<file path="src/rtl/hazard_stall_unit_pkg.sv">
// Shared encodings and source-use decode for the ID-stage hazard/stall unit.
package hazard_stall_unit_pkg;

   localparam logic [5:0] OP_R   = 6'h00;
   localparam logic [5:0] OP_J   = 6'h02;
   localparam logic [5:0] OP_JAL = 6'h03;
   localparam logic [5:0] OP_BEQ = 6'h04;
   localparam logic [5:0] OP_BNE = 6'h05;
   localparam logic [5:0] OP_LW  = 6'h23;
   localparam logic [5:0] OP_SW  = 6'h2b;

   localparam logic [5:0] FN_SLL = 6'h00;
   localparam logic [5:0] FN_SRL = 6'h02;
   localparam logic [5:0] FN_SRA = 6'h03;
   localparam logic [5:0] FN_JR  = 6'h08;

   typedef enum logic [1:0] {
      JB_NONE   = 2'b00,
      JB_BRANCH = 2'b01,
      JB_JUMP   = 2'b10,
      JB_RSVD   = 2'b11
   } jb_flag_e;

   typedef enum logic [1:0] {
      CAUSE_NONE     = 2'b00,
      CAUSE_LOAD_USE = 2'b01,
      CAUSE_BR_OPND  = 2'b10,
      CAUSE_BR_LOAD  = 2'b11
   } stall_cause_e;

   typedef struct packed {
      logic [4:0] dst;
      logic       wr;
      logic       ld;
   } shadow_t;

   // Decoded from raw opcode/funct only, so nothing here depends on ctl_mux.
   function automatic logic rs_used(input logic [5:0] op, input logic [5:0] funct);
      logic shift_imm;
      shift_imm = (op == OP_R) && (funct == FN_SLL || funct == FN_SRL || funct == FN_SRA);
      return !(op == OP_J || op == OP_JAL || shift_imm);
   endfunction

   function automatic logic rt_used(input logic [5:0] op, input logic [5:0] funct);
      return ((op == OP_R) && (funct != FN_JR)) || op == OP_BEQ || op == OP_BNE || op == OP_SW;
   endfunction

   function automatic logic is_branch(input logic [5:0] op, input logic [5:0] funct);
      return op == OP_BEQ || op == OP_BNE || ((op == OP_R) && (funct == FN_JR));
   endfunction

endpackage

</file>
<file path="src/rtl/hazard_stall_unit_if.sv">
// ID-stage fields in, pipeline-control signals out.
interface hazard_stall_unit_if;
   logic [5:0] id_op;
   logic [5:0] id_funct;
   logic [4:0] id_rs;
   logic [4:0] id_rt;
   logic [4:0] id_rd;
   logic       id_reg_write;
   logic       id_mem_to_reg;
   logic       id_reg_dst;
   logic       id_link;
   logic [1:0] jb_flag;
   logic       ctl_mux;
   logic       pc_write;
   logic       ifid_write;
   logic       if_flush;
   logic [1:0] stall_cause;

   modport master (
      output id_op, id_funct, id_rs, id_rt, id_rd,
             id_reg_write, id_mem_to_reg, id_reg_dst, id_link, jb_flag,
      input  ctl_mux, pc_write, ifid_write, if_flush, stall_cause
   );

   modport slave (
      input  id_op, id_funct, id_rs, id_rt, id_rd,
             id_reg_write, id_mem_to_reg, id_reg_dst, id_link, jb_flag,
      output ctl_mux, pc_write, ifid_write, if_flush, stall_cause
   );
endinterface

</file>
<file path="src/rtl/hazard_shadow_pipe.sv">
// Shadow EX/MEM destination state; a bubble loads zeros into EX.
// One-cycle register per stage, no backpressure.
module hazard_shadow_pipe
   import hazard_stall_unit_pkg::*;
(
   input  logic    clk,
   input  logic    reset,
   input  logic    bubble,
   input  shadow_t id_sh,
   output shadow_t ex_sh,
   output shadow_t mem_sh
);

   always_ff @(posedge clk) begin
      if (reset) begin
         ex_sh  <= '0;
         mem_sh <= '0;
      end else begin
         ex_sh  <= bubble ? shadow_t'('0) : id_sh;
         mem_sh <= ex_sh;
      end
   end

endmodule

</file>
<file path="src/rtl/hazard_stall_unit.sv">
// Load-use / branch-operand stall detection and jump/branch flush control.
// Outputs are zero-latency combinational; stalling is how it throttles fetch.
module hazard_stall_unit
   import hazard_stall_unit_pkg::*;
#(
   parameter int         CNT_W    = 16,
   parameter logic [4:0] LINK_REG = 5'd31
) (
   input  logic                 clk,
   input  logic                 reset,
   hazard_stall_unit_if.slave   hz,
   output logic [CNT_W-1:0]     stall_cnt,
   output logic [CNT_W-1:0]     flush_cnt
);

   localparam logic [CNT_W-1:0] CNT_ONE = {{(CNT_W-1){1'b0}}, 1'b1};

   shadow_t      id_sh, ex_sh, mem_sh;
   logic         rs_use, rt_use, is_br;
   logic         ex_hit, mem_hit, stall;
   stall_cause_e cause;

   always_comb begin
      id_sh.dst = hz.id_reg_dst ? hz.id_rd : (hz.id_link ? LINK_REG : hz.id_rt);
      id_sh.wr  = hz.id_reg_write;
      id_sh.ld  = hz.id_mem_to_reg;
   end

   hazard_shadow_pipe u_shadow (
      .clk    (clk),
      .reset  (reset),
      .bubble (hz.ctl_mux),
      .id_sh  (id_sh),
      .ex_sh  (ex_sh),
      .mem_sh (mem_sh)
   );

   assign rs_use = rs_used(hz.id_op, hz.id_funct);
   assign rt_use = rt_used(hz.id_op, hz.id_funct);
   assign is_br  = is_branch(hz.id_op, hz.id_funct);

   // A zero destination can never match, which also covers $0 sources.
   assign ex_hit  = ex_sh.wr && (ex_sh.dst != 5'd0) &&
                    ((rs_use && ex_sh.dst == hz.id_rs) || (rt_use && ex_sh.dst == hz.id_rt));
   assign mem_hit = mem_sh.wr && (mem_sh.dst != 5'd0) &&
                    ((rs_use && mem_sh.dst == hz.id_rs) || (rt_use && mem_sh.dst == hz.id_rt));

   always_comb begin
      cause = CAUSE_NONE;
      if (is_br && ex_hit && ex_sh.ld)
         cause = CAUSE_BR_LOAD;
      else if (is_br && (ex_hit || (mem_hit && mem_sh.ld)))
         cause = CAUSE_BR_OPND;
      else if (!is_br && ex_hit && ex_sh.ld)
         cause = CAUSE_LOAD_USE;
   end

   assign stall = (cause != CAUSE_NONE);

   always_comb begin
      hz.ctl_mux     = 1'b0;
      hz.pc_write    = 1'b1;
      hz.ifid_write  = 1'b1;
      hz.if_flush    = (hz.jb_flag != JB_NONE);
      hz.stall_cause = cause;
      if (reset) begin
         hz.ctl_mux     = 1'b1;
         hz.pc_write    = 1'b0;
         hz.ifid_write  = 1'b0;
         hz.if_flush    = 1'b1;
         hz.stall_cause = CAUSE_NONE;
      end else if (stall) begin
         // Operands are stale while stalled, so the jump/branch decision waits.
         hz.ctl_mux    = 1'b1;
         hz.pc_write   = 1'b0;
         hz.ifid_write = 1'b0;
         hz.if_flush   = 1'b0;
      end
   end

   always_ff @(posedge clk) begin
      if (reset) begin
         stall_cnt <= '0;
         flush_cnt <= '0;
      end else begin
         if (stall && stall_cnt != '1)
            stall_cnt <= stall_cnt + CNT_ONE;
         if (hz.if_flush && flush_cnt != '1)
            flush_cnt <= flush_cnt + CNT_ONE;
      end
   end

endmodule

</file>
<file path="src/flat_wrapper.sv">
// flat-port wrapper written by rule: the top's interface ports become plain ports
module hazard_stall_unit_flat import hazard_stall_unit_pkg::*;
#(
   parameter int         CNT_W    = 16,
   parameter logic [4:0] LINK_REG = 5'd31
)
  (clk, reset, stall_cnt, flush_cnt, hz_id_op, hz_id_funct, hz_id_rs, hz_id_rt, hz_id_rd, hz_id_reg_write, hz_id_mem_to_reg, hz_id_reg_dst, hz_id_link, hz_jb_flag, hz_ctl_mux, hz_pc_write, hz_ifid_write, hz_if_flush, hz_stall_cause);
  hazard_stall_unit_if hz_i ();
  input  logic clk;
  input  logic reset;
  output logic [CNT_W-1:0] stall_cnt;
  output logic [CNT_W-1:0] flush_cnt;
  input wire logic [$bits(hz_i.id_op)-1:0] hz_id_op;
  input wire logic [$bits(hz_i.id_funct)-1:0] hz_id_funct;
  input wire logic [$bits(hz_i.id_rs)-1:0] hz_id_rs;
  input wire logic [$bits(hz_i.id_rt)-1:0] hz_id_rt;
  input wire logic [$bits(hz_i.id_rd)-1:0] hz_id_rd;
  input wire logic [$bits(hz_i.id_reg_write)-1:0] hz_id_reg_write;
  input wire logic [$bits(hz_i.id_mem_to_reg)-1:0] hz_id_mem_to_reg;
  input wire logic [$bits(hz_i.id_reg_dst)-1:0] hz_id_reg_dst;
  input wire logic [$bits(hz_i.id_link)-1:0] hz_id_link;
  input wire logic [$bits(hz_i.jb_flag)-1:0] hz_jb_flag;
  output wire logic [$bits(hz_i.ctl_mux)-1:0] hz_ctl_mux;
  output wire logic [$bits(hz_i.pc_write)-1:0] hz_pc_write;
  output wire logic [$bits(hz_i.ifid_write)-1:0] hz_ifid_write;
  output wire logic [$bits(hz_i.if_flush)-1:0] hz_if_flush;
  output wire logic [$bits(hz_i.stall_cause)-1:0] hz_stall_cause;
  assign hz_i.id_op = hz_id_op;
  assign hz_i.id_funct = hz_id_funct;
  assign hz_i.id_rs = hz_id_rs;
  assign hz_i.id_rt = hz_id_rt;
  assign hz_i.id_rd = hz_id_rd;
  assign hz_i.id_reg_write = hz_id_reg_write;
  assign hz_i.id_mem_to_reg = hz_id_mem_to_reg;
  assign hz_i.id_reg_dst = hz_id_reg_dst;
  assign hz_i.id_link = hz_id_link;
  assign hz_i.jb_flag = hz_jb_flag;
  assign hz_ctl_mux = hz_i.ctl_mux;
  assign hz_pc_write = hz_i.pc_write;
  assign hz_ifid_write = hz_i.ifid_write;
  assign hz_if_flush = hz_i.if_flush;
  assign hz_stall_cause = hz_i.stall_cause;
  hazard_stall_unit #(.CNT_W(CNT_W), .LINK_REG(LINK_REG)) u_core (.clk(clk), .reset(reset), .hz(hz_i), .stall_cnt(stall_cnt), .flush_cnt(flush_cnt));
endmodule
</file>
<file path="config.mk">
export PLATFORM = sky130hd
export DESIGN_NAME = hazard_stall_unit_flat
export DESIGN_NICKNAME = d
export VERILOG_FILES = /design/src/rtl/hazard_stall_unit_pkg.sv /design/src/rtl/hazard_stall_unit_if.sv /design/src/rtl/hazard_shadow_pipe.sv /design/src/rtl/hazard_stall_unit.sv /design/src/flat_wrapper.sv
export SDC_FILE = /design/constraint.sdc
export NUM_CORES = 1
export LEC_CHECK = 0
export CAP_MARGIN = 40
export CORE_MARGIN = 1.5
export CORE_UTILIZATION = 48
export CTS_CLUSTER_SIZE = 14
export DETAILED_ROUTE_END_ITERATION = 10
export PLACE_DENSITY_LB_ADDON = 0.05
export RECOVER_POWER = 100
export SETUP_SLACK_MARGIN = 0.05
export SLEW_MARGIN = 20
export SYNTH_ARGS = -nofsm -noshare
export SYNTH_HDL_FRONTEND = slang
export SYNTH_SLANG_ARGS = --single-unit
</file>
<file path="constraint.sdc">
create_clock -name clk -period 3.8 [get_ports clk]
set_input_delay 0.57 -clock clk [delete_from_list [all_inputs] [get_ports clk]]
set_output_delay 0.57 -clock clk [all_outputs]
set_load 0.02 [all_outputs]
</file>
; ---- Yosys cells after proc, flatten, opt, wreduce, memory -nomap -nowiden
; Index checks and enable logic that the tools add are counted.
[op_classes]
muxes = 12
addsub = 2
n_eq_ne = 15
reduce_logical = 40
[op_table]
columns = op, n
row1 = $add A16 B1 Y16 const B, 2
row2 = $ne A16 B16 Y1 const B, 2
row3 = $eq A6 B2 Y1 const B, 4
row4 = $eq A5 B5 Y1, 4
row5 = $logic_and A1 B1 Y1, 19
row6 = $eq A6 B3 Y1 const B, 2
row7 = $logic_not A6 Y1, 2
row8 = $logic_or A1 B1 Y1, 12
row9 = $mux W5, 2
row10 = $reduce_bool A5 Y1, 2
row11 = $mux W1, 7
row12 = $eq A6 B4 Y1 const B, 1
row13 = $eq A6 B6 Y1 const B, 1
row14 = $mux W2, 3
row15 = $ne A6 B4 Y1 const B, 1
row16 = $reduce_bool A2 Y1, 2
row17 = $logic_not A1 Y1, 2
row18 = $reduce_or A2 Y1, 1
[totals]
register_bits = 46
in_bits = 35
word_cells = 77

; ---- Depth between registers and ports, before layout
[logic_depth]
depth_word = 18
depth_mapped = 11

; ---- Hierarchy
; Synthesis repeated with hierarchy kept, for this count alone.
[unflattened]
hier_cells = 304
area_unflattened_um2 = 2587.5
[by_module_without_submodules]
columns = module, cells_each, instances, area_each_um2, seq_area_each_um2
row1 = hazard_stall_unit, 275, 1, 2160.8, 640.6
row2 = hazard_shadow_pipe, 29, 1, 426.7, 280.3

; ---- Worst setup path after synthesis
; OpenSTA, ideal clock, no wires.
[synth_path]
kind = input-to-output
from = input port hz_id_op[3]
to = output port hz_pc_write
path_buffers = 2
required_ns = 3.230
setup_slack_ns = 0.565
arrival_ns = 2.665
cell_stages = 8
cell_sequence = or4_4 a2111oi_4 o2111ai_1 a21oi_1 o21ba_1 buf_2 nor2_1 buf_4
[synth_between]
elab_chain_cells = 16
elab_cells_between_ends = 39
classes_between = eq/ne: 5 / mux: 5 / reduce/logical: 29
[synth_rtl]
columns = element, line_no
row1 = start: declaration, flat_wrapper.sv:13  ; input wire logic [$bits(hz_i.id_op)-1:0] hz_id_op;
row2 = $logic_not A6 Y1, "hazard_stall_unit_pkg.sv:40, hazard_stall_unit_pkg.sv:45, hazard_stall_unit_pkg.sv:49"
row3 = $logic_and A1 B1 Y1, hazard_stall_unit_pkg.sv:45  ; return ((op == OP_R) && (funct != FN_JR)) || op == OP_BEQ || op == OP_BNE || op == OP_SW;
row4 = $logic_or A1 B1 Y1 (3 in a row), hazard_stall_unit_pkg.sv:45
row5 = "$logic_and A1 B1 Y1, on equally long branches", "hazard_stall_unit.sv:44, hazard_stall_unit.sv:46"
row6 = "$logic_or A1 B1 Y1, on equally long branches", "hazard_stall_unit.sv:44, hazard_stall_unit.sv:46"
row7 = "$logic_and A1 B1 Y1, on equally long branches", "hazard_stall_unit.sv:43, hazard_stall_unit.sv:45"
row8 = "$logic_and A1 B1 Y1, on equally long branches", "hazard_stall_unit.sv:54, hazard_stall_unit.sv:52"
row9 = $logic_and A1 B1 Y1 or $logic_or A1 B1 Y1 (tied branches), "hazard_stall_unit.sv:54, hazard_stall_unit.sv:52"
row10 = $mux W1 or $logic_and A1 B1 Y1 (tied branches), "hazard_stall_unit.sv:54, hazard_stall_unit.sv:52"
row11 = $mux W2, hazard_stall_unit.sv:52  ; else if (is_br && (ex_hit || (mem_hit && mem_sh.ld)))
row12 = $mux W2 (*), hazard_stall_unit.sv:50  ; if (is_br && ex_hit && ex_sh.ld)
row13 = $reduce_bool A2 Y1 (*), hazard_stall_unit.sv:58  ; assign stall = (cause != CAUSE_NONE);
row14 = $mux W1 (*) (2 in a row), -
row15 = end: declaration, flat_wrapper.sv:24  ; output wire logic [$bits(hz_i.pc_write)-1:0] hz_pc_write;
; Mark *: on every way between the ends. The rest lies on a longest branch, timed or not.

; ---- Worst setup path in the final report
[layout_path]
from = input port hz_id_op[3]
to = output port hz_if_flush
[layout_between]
elab_chain_cells = 16
elab_cells_between_ends = 39
classes_between = eq/ne: 5 / mux: 5 / reduce/logical: 29
[layout_rtl]
columns = element, line_no
row1 = $logic_not A6 Y1, "hazard_stall_unit_pkg.sv:40, hazard_stall_unit_pkg.sv:45, hazard_stall_unit_pkg.sv:49"
row2 = $logic_and A1 B1 Y1, hazard_stall_unit_pkg.sv:45
row3 = $logic_or A1 B1 Y1 (3 in a row), hazard_stall_unit_pkg.sv:45
row4 = "$logic_and A1 B1 Y1, on equally long branches", "hazard_stall_unit.sv:44, hazard_stall_unit.sv:46"
row5 = "$logic_or A1 B1 Y1, on equally long branches", "hazard_stall_unit.sv:44, hazard_stall_unit.sv:46"
row6 = "$logic_and A1 B1 Y1, on equally long branches", "hazard_stall_unit.sv:43, hazard_stall_unit.sv:45"
row7 = "$logic_and A1 B1 Y1, on equally long branches", "hazard_stall_unit.sv:54, hazard_stall_unit.sv:52"
row8 = $logic_and A1 B1 Y1 or $logic_or A1 B1 Y1 (tied branches), "hazard_stall_unit.sv:54, hazard_stall_unit.sv:52"
row9 = $mux W1 or $logic_and A1 B1 Y1 (tied branches), "hazard_stall_unit.sv:54, hazard_stall_unit.sv:52"
row10 = $mux W2, hazard_stall_unit.sv:52
row11 = $mux W2 (*), hazard_stall_unit.sv:50
row12 = $reduce_bool A2 Y1 (*), hazard_stall_unit.sv:58
row13 = $mux W1 (*), hazard_stall_unit.sv:72  ; end else if (stall) begin
row14 = $mux W1 (*), hazard_stall_unit.sv:66  ; if (reset) begin
row15 = end: declaration, flat_wrapper.sv:26  ; output wire logic [$bits(hz_i.if_flush)-1:0] hz_if_flush;
; Marked as above.

==> impl_metrics.tcl <==
set metrics [dict create \
    status "complete, no violations" \
    finalPower_w 0.0009308 \
    antenna_found_initial 0 \
    dr_total_vias 2480 \
    grt_pass1_vias 2216 \
    synth_cells 302 \
    min-delay-start "u_core.u_shadow.ex_sh[1]" \
    viasPerCell 5.499 \
    clk_pin_slew_ns 0.09 \
    cap_viol_max_count 0 \
    whs_path_depth 1 \
    grt_max_degree 41 \
    postLayoutCoreUtil 0.6796 \
    synth_cell_types 55 \
    rows 26 \
    seq_area_frac_synth 0.3573 \
    power_density_nw_per_um2 266.4 \
    leakagePower_nw 1.368 \
    stdcell_count 451 \
    synth_top_area_share 0.3573 \
    fp.coreArea_um2 5140 \
    yosysWarnings 0 \
    hpwl_um 4521 \
    postSynthAreaPerCell_um2 8.535 \
    die_w_um 76.28 \
    fmax_mhz 272.7 \
    first_pass_iters 4 \
    min_path_type "reg2reg" \
    grt_overflow 0 \
    cts_htree_levels 2 \
    fin_worst_skew_ns 0.005066 \
    antenna_left 0 \
    async_reset_ff_frac 0 \
    syn_to_final_growth_pct 35.53 \
    setup_violations 0 \
    worstReg2RegStart "u_core.u_shadow.ex_sh[2]" \
    initial_core_util 0.5015 \
    area.sequential_um2 920.9 \
    top_usage_layer "met2" \
    final_common_cell "dfxtp_1" \
    layout_common_cells "dfxtp_1 (46), clkdlybuf4s50_1 (33), dlygate4sd3_1 (32)" \
    drt_iter0_markers 80 \
    cp.required_ns 3.23 \
    drc 0 \
    clkLatencyLatePin_ns 0.30 \
    startpoint_type "input port" \
    fin_crit_ns 3.668 \
    synth_nets 339 \
    track_usage 0.2115 \
    use_met2 0.3411 \
    drive_gt1_frac 0.09974 \
    worstSetupEndpointType "primary output" \
    drt-total-wl_um 5966 \
    cts_num_sinks 46 \
    post_drt_wl_per_cell_um 13.23 \
    cts_buffers 5 \
    synth-main-ff-cell "dfxtp_1" \
    worstMarginPinSlew_ns 0.7377 \
    r2r_slack_ns 1.10 \
    cts_tree "built" \
    critPathKind "in2out" \
    grtUsageMet3 0.05389 \
    fin_setup_tns_ns 0 \
    dpl.cell_count 443 \
    rr_worst_depth 8 \
    fin_crit_sh 0.9651 \
    synth_edf_count 0 \
    rsz0062_at_grt "no" \
    cp_max_fo 3 \
    n_antenna_cell 0 \
    r2r-end "u_core.stall_cnt[1]" \
    synth_area_um2 2577 \
    final_hold_viol_count 0 \
    use_met1 0.2823 \
    io_pins 73 \
    die_h_um 76.28 \
    synth_area_leaders "dfxtp_1 (36%), xor2_1 (6.1%), a21oi_1 (4.5%), nor2b_1 (3.6%), nor2_1 (3.2%)" \
    slew-limit-headroom 0.5082 \
    min_to "u_core.u_shadow.mem_sh[1]" \
    grt_pass1_wl_um 10250 \
    fin_nets 417 \
    die_area_um2 5819 \
    drv_slew 0 \
    clk_path_buf_depth 2 \
    postSynthRegisterBits 46 \
    synth_top_area_cell "dfxtp_1" \
    io_buffers 72 \
    worstPathArrival_ns 3.10 \
    fill_cells 472 \
    worst_ir_drop_vdd_v 0.0002519 \
    clock-root-buffer "clkbuf_8" \
    finalWeightedCongestion 0.8644 \
    multi_input_area_um2 1569 \
]
==> per-layer routing <==
layer  up-vias  wire length (um)
li1       1266                 -
met1      1149              2832
met2        63              2812
met3         2               294
met4         0                27
met5         -                 0
==> timing repair <==
action	CTS	global route
setup endpoints to repair	6	2
pin swaps	1	0
gates resized for setup	8	5
buffers inserted	0	0
hold buffers	0	0
==> where the power goes <==
part	switching, W	leakage [nW]	internal [W]
clock	0.000162	0.0452	0.000130
sequential	0.0000133	0.374	0.000494
combinational	0.0000597	0.949	0.0000724
==> cell families (layout without fill, tap and decap cells) <==
logic type / after synthesis / after routing / synth area share
buf+inv: 22 / 101 / 0.04029
simple gates: 133 / 133 / 0.2927
flops: 46 / 46 / 0.3573
xor+xnor: 22 / 22 / 0.07476
compound gates: 71 / 71 / 0.1937
mux: 6 / 6 / 0.03155
fa+ha+maj: 2 / 2 / 0.009707
==> cell usage after synthesis (2+ instances only) <==
cell / number
mux2_4: 4
nand2b_1: 8
dfxtp_1: 46
and2_1: 6
a2111oi_0: 2
nand4_1: 7
clkbuf_1: 8
nor2_1: 22
or2_2: 2
inv_1: 6
o31ai_1: 6
a21oi_1: 23
o21ai_0: 12
or3_1: 13
xnor2_1: 4
nor4_1: 2
o311a_1: 5
o211ai_1: 4
or4_1: 10
nor2b_1: 15
o21ai_1: 4
and3_1: 7
buf_2: 3
buf_4: 2
xor2_1: 18
ha_1: 2
a41o_1: 2
nor3_1: 9
nand2_1: 14
nand3_1: 11
==> worst max-delay path, stage by stage <==
cell             delay (ns)
clkdlybuf4s50_1        0.44
or4_4                  0.57
a2111oi_4              0.36
o2111ai_2              0.20
a2111oi_2              0.38
or3_1                  0.21
inv_4                  0.04
dlygate4sd2_1          0.31
==> area by class of cell <==
type / count / area share
Multi-Input combinational cell: 234 / 0.4491
Sequential cell: 46 / 0.2636
Timing Repair Buffer: 86 / 0.2292
Tap cell: 70 / 0.02507
Clock buffer: 6 / 0.02077
Inverter: 7 / 0.008238
Clock inverter: 2 / 0.003940
==> worst max-delay path by stage <==
stage | start | to | slack, ns
2_1_floorplan | hz_id_op[3] | hz_pc_write | 0.56
3_3_place_gp | hz_id_op[3] | hz_if_flush | -0.06
3_5_place_dp | hz_id_op[3] | hz_ctl_mux | -0.11
4_1_cts | hz_id_op[3] | hz_if_flush | 0.12
5_1_grt | hz_id_op[3] | hz_if_flush | 0.02
6_report | hz_id_op[3] | hz_if_flush | 0.13
==> sequential cells by signal, indices dropped and copies added (netlist names) <==
| name | flops |
|---|---|
| u_core.flush_cnt | 16 |
| u_core.u_shadow.ex_sh | 7 |
| u_core.stall_cnt | 16 |
| u_core.u_shadow.mem_sh | 7 |
==> through the flow <==
stage	instance area [um^2]	setup slack, ns	hold slack (ns)
6_report	3493	0.1325	0.4718
5_1_grt	3493	0.02095	0.4902
4_1_cts	3495	0.1198	0.4776
3_5_place_dp	3411	-0.1135	0.4660
3_3_place_gp	3411	-0.06124	0.4635
2_1_floorplan	2577	0.5645	0.4312
Note: power is estimated with default switching activity, not from simulation.
